--- src/rtl/synth_pkg.sv ---
// Shared synthesizer definitions: octave keys owned by synthesizer_state and
// the voice allocator state encoding.
package synth_pkg;

   localparam logic [7:0] KEY_OCT_UP   = 8'h75;
   localparam logic [7:0] KEY_OCT_DOWN = 8'h72;

   typedef enum logic [1:0] {
      ST_IDLE  = 2'd0,
      ST_MATCH = 2'd1,
      ST_APPLY = 2'd2
   } alloc_state_e;

   // Octave arrows are consumed elsewhere and must never claim a voice.
   function automatic logic is_octave_key(input logic [7:0] code);
      return (code == KEY_OCT_UP) || (code == KEY_OCT_DOWN);
   endfunction

endpackage

--- src/rtl/synth_prio_enc.sv ---
// Lowest-index priority encoder: reports the first set bit and whether any bit is set.
module synth_prio_enc #(
   parameter int W     = 4,
   parameter int IDX_W = (W > 1) ? $clog2(W) : 1
) (
   input  logic [W-1:0]     vec,
   output logic [IDX_W-1:0] idx,
   output logic             found
);

   // Scan from the top down so the lowest set index is written last and wins.
   always_comb begin
      idx   = '0;
      found = 1'b0;
      for (int i = W - 1; i >= 0; i--) begin
         if (vec[i]) begin
            idx   = IDX_W'(i);
            found = 1'b1;
         end
      end
   end

endmodule

--- src/rtl/synth_voice_allocator.sv ---
// Voice allocator: maps key press/release events onto a fixed voice pool.
// Press policy: retrigger the voice holding the code, else lowest free voice,
// else steal the least-recently-allocated voice (rank NUM_VOICES-1).
//
// Handshake: an event transfers on a rising edge where ev_valid and ev_ready
// are both high; ev_ready is high only in IDLE with panic low, and the source
// must hold ev_valid/ev_on/ev_code stable until that edge.
module synth_voice_allocator
   import synth_pkg::*;
#(
   parameter int NUM_VOICES = 4,
   parameter int AGE_W      = $clog2(NUM_VOICES)
) (
   input  logic                    clock,
   input  logic                    reset,
   input  logic                    ev_valid,
   output logic                    ev_ready,
   input  logic                    ev_on,
   input  logic [7:0]              ev_code,
   input  logic                    panic,
   output logic [NUM_VOICES-1:0]   voice_gate,
   output logic [8*NUM_VOICES-1:0] voice_code,
   output logic [NUM_VOICES-1:0]   voice_retrig,
   output logic                    busy
);

   alloc_state_e          state_q, state_d;
   logic                  lat_on_q, lat_on_d;
   logic [7:0]            lat_code_q, lat_code_d;
   logic [NUM_VOICES-1:0] gate_q, gate_d;
   logic [NUM_VOICES-1:0] retrig_q, retrig_d;
   logic [7:0]            code_q [NUM_VOICES];
   logic [7:0]            code_d [NUM_VOICES];
   logic [AGE_W-1:0]      rank_q [NUM_VOICES];
   logic [AGE_W-1:0]      rank_d [NUM_VOICES];

   // Registered MATCH results consumed in APPLY.
   logic                  hit_found_q, hit_found_d;
   logic [AGE_W-1:0]      hit_idx_q, hit_idx_d;
   logic                  free_found_q, free_found_d;
   logic [AGE_W-1:0]      free_idx_q, free_idx_d;
   logic [AGE_W-1:0]      old_idx_q, old_idx_d;

   logic [NUM_VOICES-1:0] hit_vec, free_vec;
   logic                  hit_found, free_found;
   logic [AGE_W-1:0]      hit_idx, free_idx, old_idx;
   logic [AGE_W-1:0]      sel_idx, sel_rank;

   // Per-voice compares against the latched code, and locate the oldest voice.
   always_comb begin
      hit_vec = '0;
      old_idx = '0;
      for (int i = 0; i < NUM_VOICES; i++) begin
         hit_vec[i] = gate_q[i] && (code_q[i] == lat_code_q);
         if (rank_q[i] == AGE_W'(NUM_VOICES - 1)) begin
            old_idx = AGE_W'(i);
         end
      end
   end

   assign free_vec = ~gate_q;

   synth_prio_enc #(.W(NUM_VOICES), .IDX_W(AGE_W)) u_hit_enc (
      .vec   (hit_vec),
      .idx   (hit_idx),
      .found (hit_found)
   );

   synth_prio_enc #(.W(NUM_VOICES), .IDX_W(AGE_W)) u_free_enc (
      .vec   (free_vec),
      .idx   (free_idx),
      .found (free_found)
   );

   // Voice chosen for a press: hit, else free, else oldest.
   always_comb begin
      if (hit_found_q) begin
         sel_idx = hit_idx_q;
      end else if (free_found_q) begin
         sel_idx = free_idx_q;
      end else begin
         sel_idx = old_idx_q;
      end
      sel_rank = rank_q[sel_idx];
   end

   // Next-state and voice-table update for the IDLE -> MATCH -> APPLY sequence.
   always_comb begin
      state_d      = state_q;
      lat_on_d     = lat_on_q;
      lat_code_d   = lat_code_q;
      gate_d       = gate_q;
      retrig_d     = '0;
      code_d       = code_q;
      rank_d       = rank_q;
      hit_found_d  = hit_found_q;
      hit_idx_d    = hit_idx_q;
      free_found_d = free_found_q;
      free_idx_d   = free_idx_q;
      old_idx_d    = old_idx_q;

      case (state_q)
         ST_IDLE: begin
            if (panic) begin
               gate_d = '0;
            end else if (ev_valid) begin
               lat_on_d   = ev_on;
               lat_code_d = ev_code;
               state_d    = ST_MATCH;
            end
         end

         ST_MATCH: begin
            hit_found_d  = hit_found;
            hit_idx_d    = hit_idx;
            free_found_d = free_found;
            free_idx_d   = free_idx;
            old_idx_d    = old_idx;
            state_d      = ST_APPLY;
         end

         ST_APPLY: begin
            state_d = ST_IDLE;
            if (!is_octave_key(lat_code_q)) begin
               if (lat_on_q) begin
                  gate_d[sel_idx]   = 1'b1;
                  code_d[sel_idx]   = lat_code_q;
                  retrig_d[sel_idx] = 1'b1;
                  // Move the chosen voice to the front; younger voices age by one.
                  for (int i = 0; i < NUM_VOICES; i++) begin
                     if (AGE_W'(i) == sel_idx) begin
                        rank_d[i] = '0;
                     end else if (rank_q[i] < sel_rank) begin
                        rank_d[i] = rank_q[i] + AGE_W'(1);
                     end
                  end
               end else if (hit_found_q) begin
                  gate_d[hit_idx_q] = 1'b0;
               end
            end
         end

         default: state_d = ST_IDLE;
      endcase
   end

   // State registers with synchronous reset; ranks restart as 0..N-1.
   always_ff @(posedge clock) begin
      if (reset) begin
         state_q      <= ST_IDLE;
         lat_on_q     <= 1'b0;
         lat_code_q   <= '0;
         gate_q       <= '0;
         retrig_q     <= '0;
         hit_found_q  <= 1'b0;
         hit_idx_q    <= '0;
         free_found_q <= 1'b0;
         free_idx_q   <= '0;
         old_idx_q    <= '0;
         for (int i = 0; i < NUM_VOICES; i++) begin
            code_q[i] <= '0;
            rank_q[i] <= AGE_W'(i);
         end
      end else begin
         state_q      <= state_d;
         lat_on_q     <= lat_on_d;
         lat_code_q   <= lat_code_d;
         gate_q       <= gate_d;
         retrig_q     <= retrig_d;
         hit_found_q  <= hit_found_d;
         hit_idx_q    <= hit_idx_d;
         free_found_q <= free_found_d;
         free_idx_q   <= free_idx_d;
         old_idx_q    <= old_idx_d;
         code_q       <= code_d;
         rank_q       <= rank_d;
      end
   end

   // Flatten the per-voice code table onto the output bus.
   always_comb begin
      voice_code = '0;
      for (int i = 0; i < NUM_VOICES; i++) begin
         voice_code[8*i +: 8] = code_q[i];
      end
   end

   assign ev_ready     = (state_q == ST_IDLE) && !panic;
   assign busy         = (state_q != ST_IDLE);
   assign voice_gate   = gate_q;
   assign voice_retrig = retrig_q;

endmodule

--- config.mk ---
export PLATFORM = sky130hd
export DESIGN_NAME = synth_voice_allocator
export DESIGN_NICKNAME = d
export VERILOG_FILES = /design/src/rtl/synth_pkg.sv /design/src/rtl/synth_prio_enc.sv /design/src/rtl/synth_voice_allocator.sv
export SDC_FILE = /design/constraint.sdc
export NUM_CORES = 1
export LEC_CHECK = 0
export CAP_MARGIN = 15
export CORE_MARGIN = 10
export CORE_UTILIZATION = 50
export CTS_BUF_LIST = sky130_fd_sc_hd__clkbuf_8
export CTS_CLUSTER_DIAMETER = 30
export CTS_CLUSTER_SIZE = 28
export DETAILED_ROUTE_END_ITERATION = 16
export PLACE_DENSITY = 0.76
export SLEW_MARGIN = 15
export SYNTH_ARGS = -nofsm -noshare
export SYNTH_HDL_FRONTEND = slang
export SYNTH_SLANG_ARGS = --single-unit
--- constraint.sdc ---
create_clock -name clock -period 5 [get_ports clock]
set_input_delay 0.5 -clock clock [delete_from_list [all_inputs] [get_ports clock]]
set_output_delay 0.5 -clock clock [all_outputs]
set_load 0.01 [all_outputs]
==> reports/results.ini <==
[run_status]
outcome = completed

[clock_network]
max-clock-path-buffers = 2
h-tree-depth = 3
clk_latency_ns = 0.34
cts_tree = yes
cts_buffers = 9
path_clk_slew_ns = 0.07
cts-root-buf = clkbuf_8
ctsHoldBuffers = 0
post_cts_resized = 0
cts_setup_buffers = 0
cts.sinks = 67

[critical_path]
crit_cells = 7
crit_fanout = 24
required_ns = 5.18
r2r-start = lat_code_q[1]
critPathSlowestCell = and3_1
crit_buf_inv = 0
crit_chain = nand3b_1 > o21ai_0 > nand3_1 > and3_1 > nand3_1 > mux2i_1 > nor2_1
critPathKind = reg2reg
cp_common_cell = nand3_1
critPathTopFamily = simple AND/OR/NAND/NOR gates
cpPeakStageDelay_ns = 0.77
worst_setup_path_end_kind = flop
worstSetupStartpointType = flop
arrival_ns = 3.24
regToRegSetupSlack_ns = 1.95
r2r-end = voice_code[17]
r2r_cells = 7

[drt]
viasPerCell = 5.769
wl_per_cell_um = 16.90
wl_mm = 8.620
antenna_left = 0
route.detailed.drc = 0
drt-pass1-iter-count = 4
vias = 2942
drt-initial-drc-count = 147

[power]
cellPowerDensity_nw_per_um2 = 295.8
total_power_mw = 1.196
p_leak_nw = 1.552
max-vdd-ir-drop_uv = 198.5

[die]
rows = 29
initial_core_util_pct = 51.68
dieArea_um2 = 10200
die_w_um = 101.0
die_h_um = 101.0
ios = 55
core-area_um2 = 6350

[global_routing]
grt_antenna_before_repair = 0
track_usage_pct = 17.08
first_global_vias = 2860
grt_max_degree = 62
grt_pass1_wl_mm = 14.26
grt-ovfl-total = 0

[finish]
final.fill_count = 542
nets = 444
layout_commonest_cell = dfxtp_1
antenna_cells = 0
final-seq-area_um2 = 1341
multi_input_area_um2 = 1804
layout_common_cells = dfxtp_1 (67), clkdlybuf4s50_1 (53), nand2_1 (51)
syn_to_final_growth_pct = 23.14
fin_area_um2 = 4041
drive_gt1_share_pct = 6.236

[logic_synthesis]
syn-cell-area_um2 = 3282
synth_seq_area_share_pct = 40.87
avgSynthCellArea_um2 = 8.394
ys_types = 50
ys_ff_latch = 67
syn_nets = 407
synthFlopType = dfxtp_1
synth_cells = 391
ys_warn_count = 0
async_reset_ff_share_pct = 0
synth_edf_count = 0

[timing]
fmax_mhz = 327.6
setup_viol = 0
fin_crit_sh_pct = 61.04
post-route-min-period_ns = 3.052
skew_ns = 0.008789
setup_tns_ns = 0
tightest_slew_ns = 1.138
hold_viol_final = 0
max_slew_margin_pct = 24.10
grt_setup_unrepaired = no
slew_viol_final = 0

[placement]
placed_area_um2 = 3792
io_buffers = 54
gp_congestion = 0.9114
dp_hpwl_mm = 6.050

[worst_hold_path]
hold_path_class = reg2reg
whs_path_depth = 2
min_to = free_idx_q[0]
hp-start = free_idx_q[0]

[job]
cap_violations = 0

## sequential cells by signal, indices dropped and copies added, names as in the netlist
register	cells
voice_gate	4
lat_code_q	8
voice_code	32
voice_retrig	4
free_found_q	1
rank_q	8
free_idx_q	2
lat_on_q	1
hit_found_q	1
hit_idx_q	2
state_q	2
old_idx_q	2
## routing by layer
metal	routed length, um	track usage (%)
met1	3789	20.77
met3	565	4.733
met4	172	6.645
met5	0	0
met2	4094	27.86
## worst min-delay path, cell delays in order, from the launching register on
cell     delay (ns)
dfxtp_1        0.33
nand2_1        0.06
a21oi_1        0.05
## area by class of cell
cell class / count / share of cell area, %
multi-input combinational: 292 / 44.64
sequential: 67 / 33.19
timing repair buffer: 54 / 13.25
clock buffer: 10 / 3.406
clock inverter: 6 / 2.755
tap: 77 / 2.384
inverter: 4 / 0.3715
## per-stage QoR
stage / std cells / setup slack, ns / hold slack, ns / util [%]
after floorplan: 391 / 2.783 / 0.4449 / -
after global placement: 494 / 2.192 / 0.4630 / 59.72
after detailed placement: 494 / 1.996 / 0.4679 / 59.72
after CTS: 510 / 1.986 / 0.4778 / 63.65
after global routing: 510 / 1.612 / 0.5081 / 63.65
final: 510 / 1.948 / 0.4764 / 63.65
## where the power goes
group | switching, mW | internal [mW]
combinational | 0.0449 | 0.0345
clock | 0.215 | 0.346
sequential | 0.0164 | 0.539
total | 0.276 | 0.919
## synth_stat cells, drive strengths merged (2+ instances only)
library cell,n,area (um2)
nor3,4,20.02
buf,11,57.55
nor2b,5,31.28
inv,4,15.01
or2,3,18.77
nor2,36,135.1
o21a,4,30.03
nand3b,2,15.01
nand2b,5,31.28
nand2,51,191.4
dfxtp,67,1341
mux2,5,60.05
nand4,4,25.02
o21bai,2,15.01
and2,2,12.52
o221a,2,22.52
xnor2,14,122.6
maj3,3,30.03
nand3,25,125.1
ha,3,37.54
o31ai,2,15.01
a211oi,4,30.03
nor4,4,25.02
mux2i,21,210.2
clkbuf,17,63.81
a21oi,36,180.2
o21ai,10,53.80
o22ai,2,12.51
a31oi,3,18.77
and3,2,12.51
or4,3,22.52
o211ai,7,52.55
xor2,18,157.7
## worst max-delay path by stage
stage / startpoint / to / slack, ns
global route: lat_code_q[1] / voice_code[22] / 1.61
global placement: lat_code_q[1] / voice_code[19] / 2.19
CTS: lat_code_q[1] / voice_code[17] / 1.99
detailed placement: lat_code_q[1] / voice_code[17] / 2.00
floorplan: free_found_q / rank_q[5] / 2.78
finish: lat_code_q[1] / voice_code[17] / 1.95
## kinds of logic (layout without fill, tap and decap cells)
family	count (synthesis)	count (layout)	synth area share, %
AO/OA/AOI/OAI	81	81	15.59
XOR/XNOR	32	32	8.540
adder cells (fa/ha/maj)	6	6	2.059
buffers and inverters	32	74	4.155
flip-flops	67	67	40.87
multiplexers	26	26	8.235
AND/OR/NAND/NOR	147	147	20.55
(Power assumes the default switching activity.)
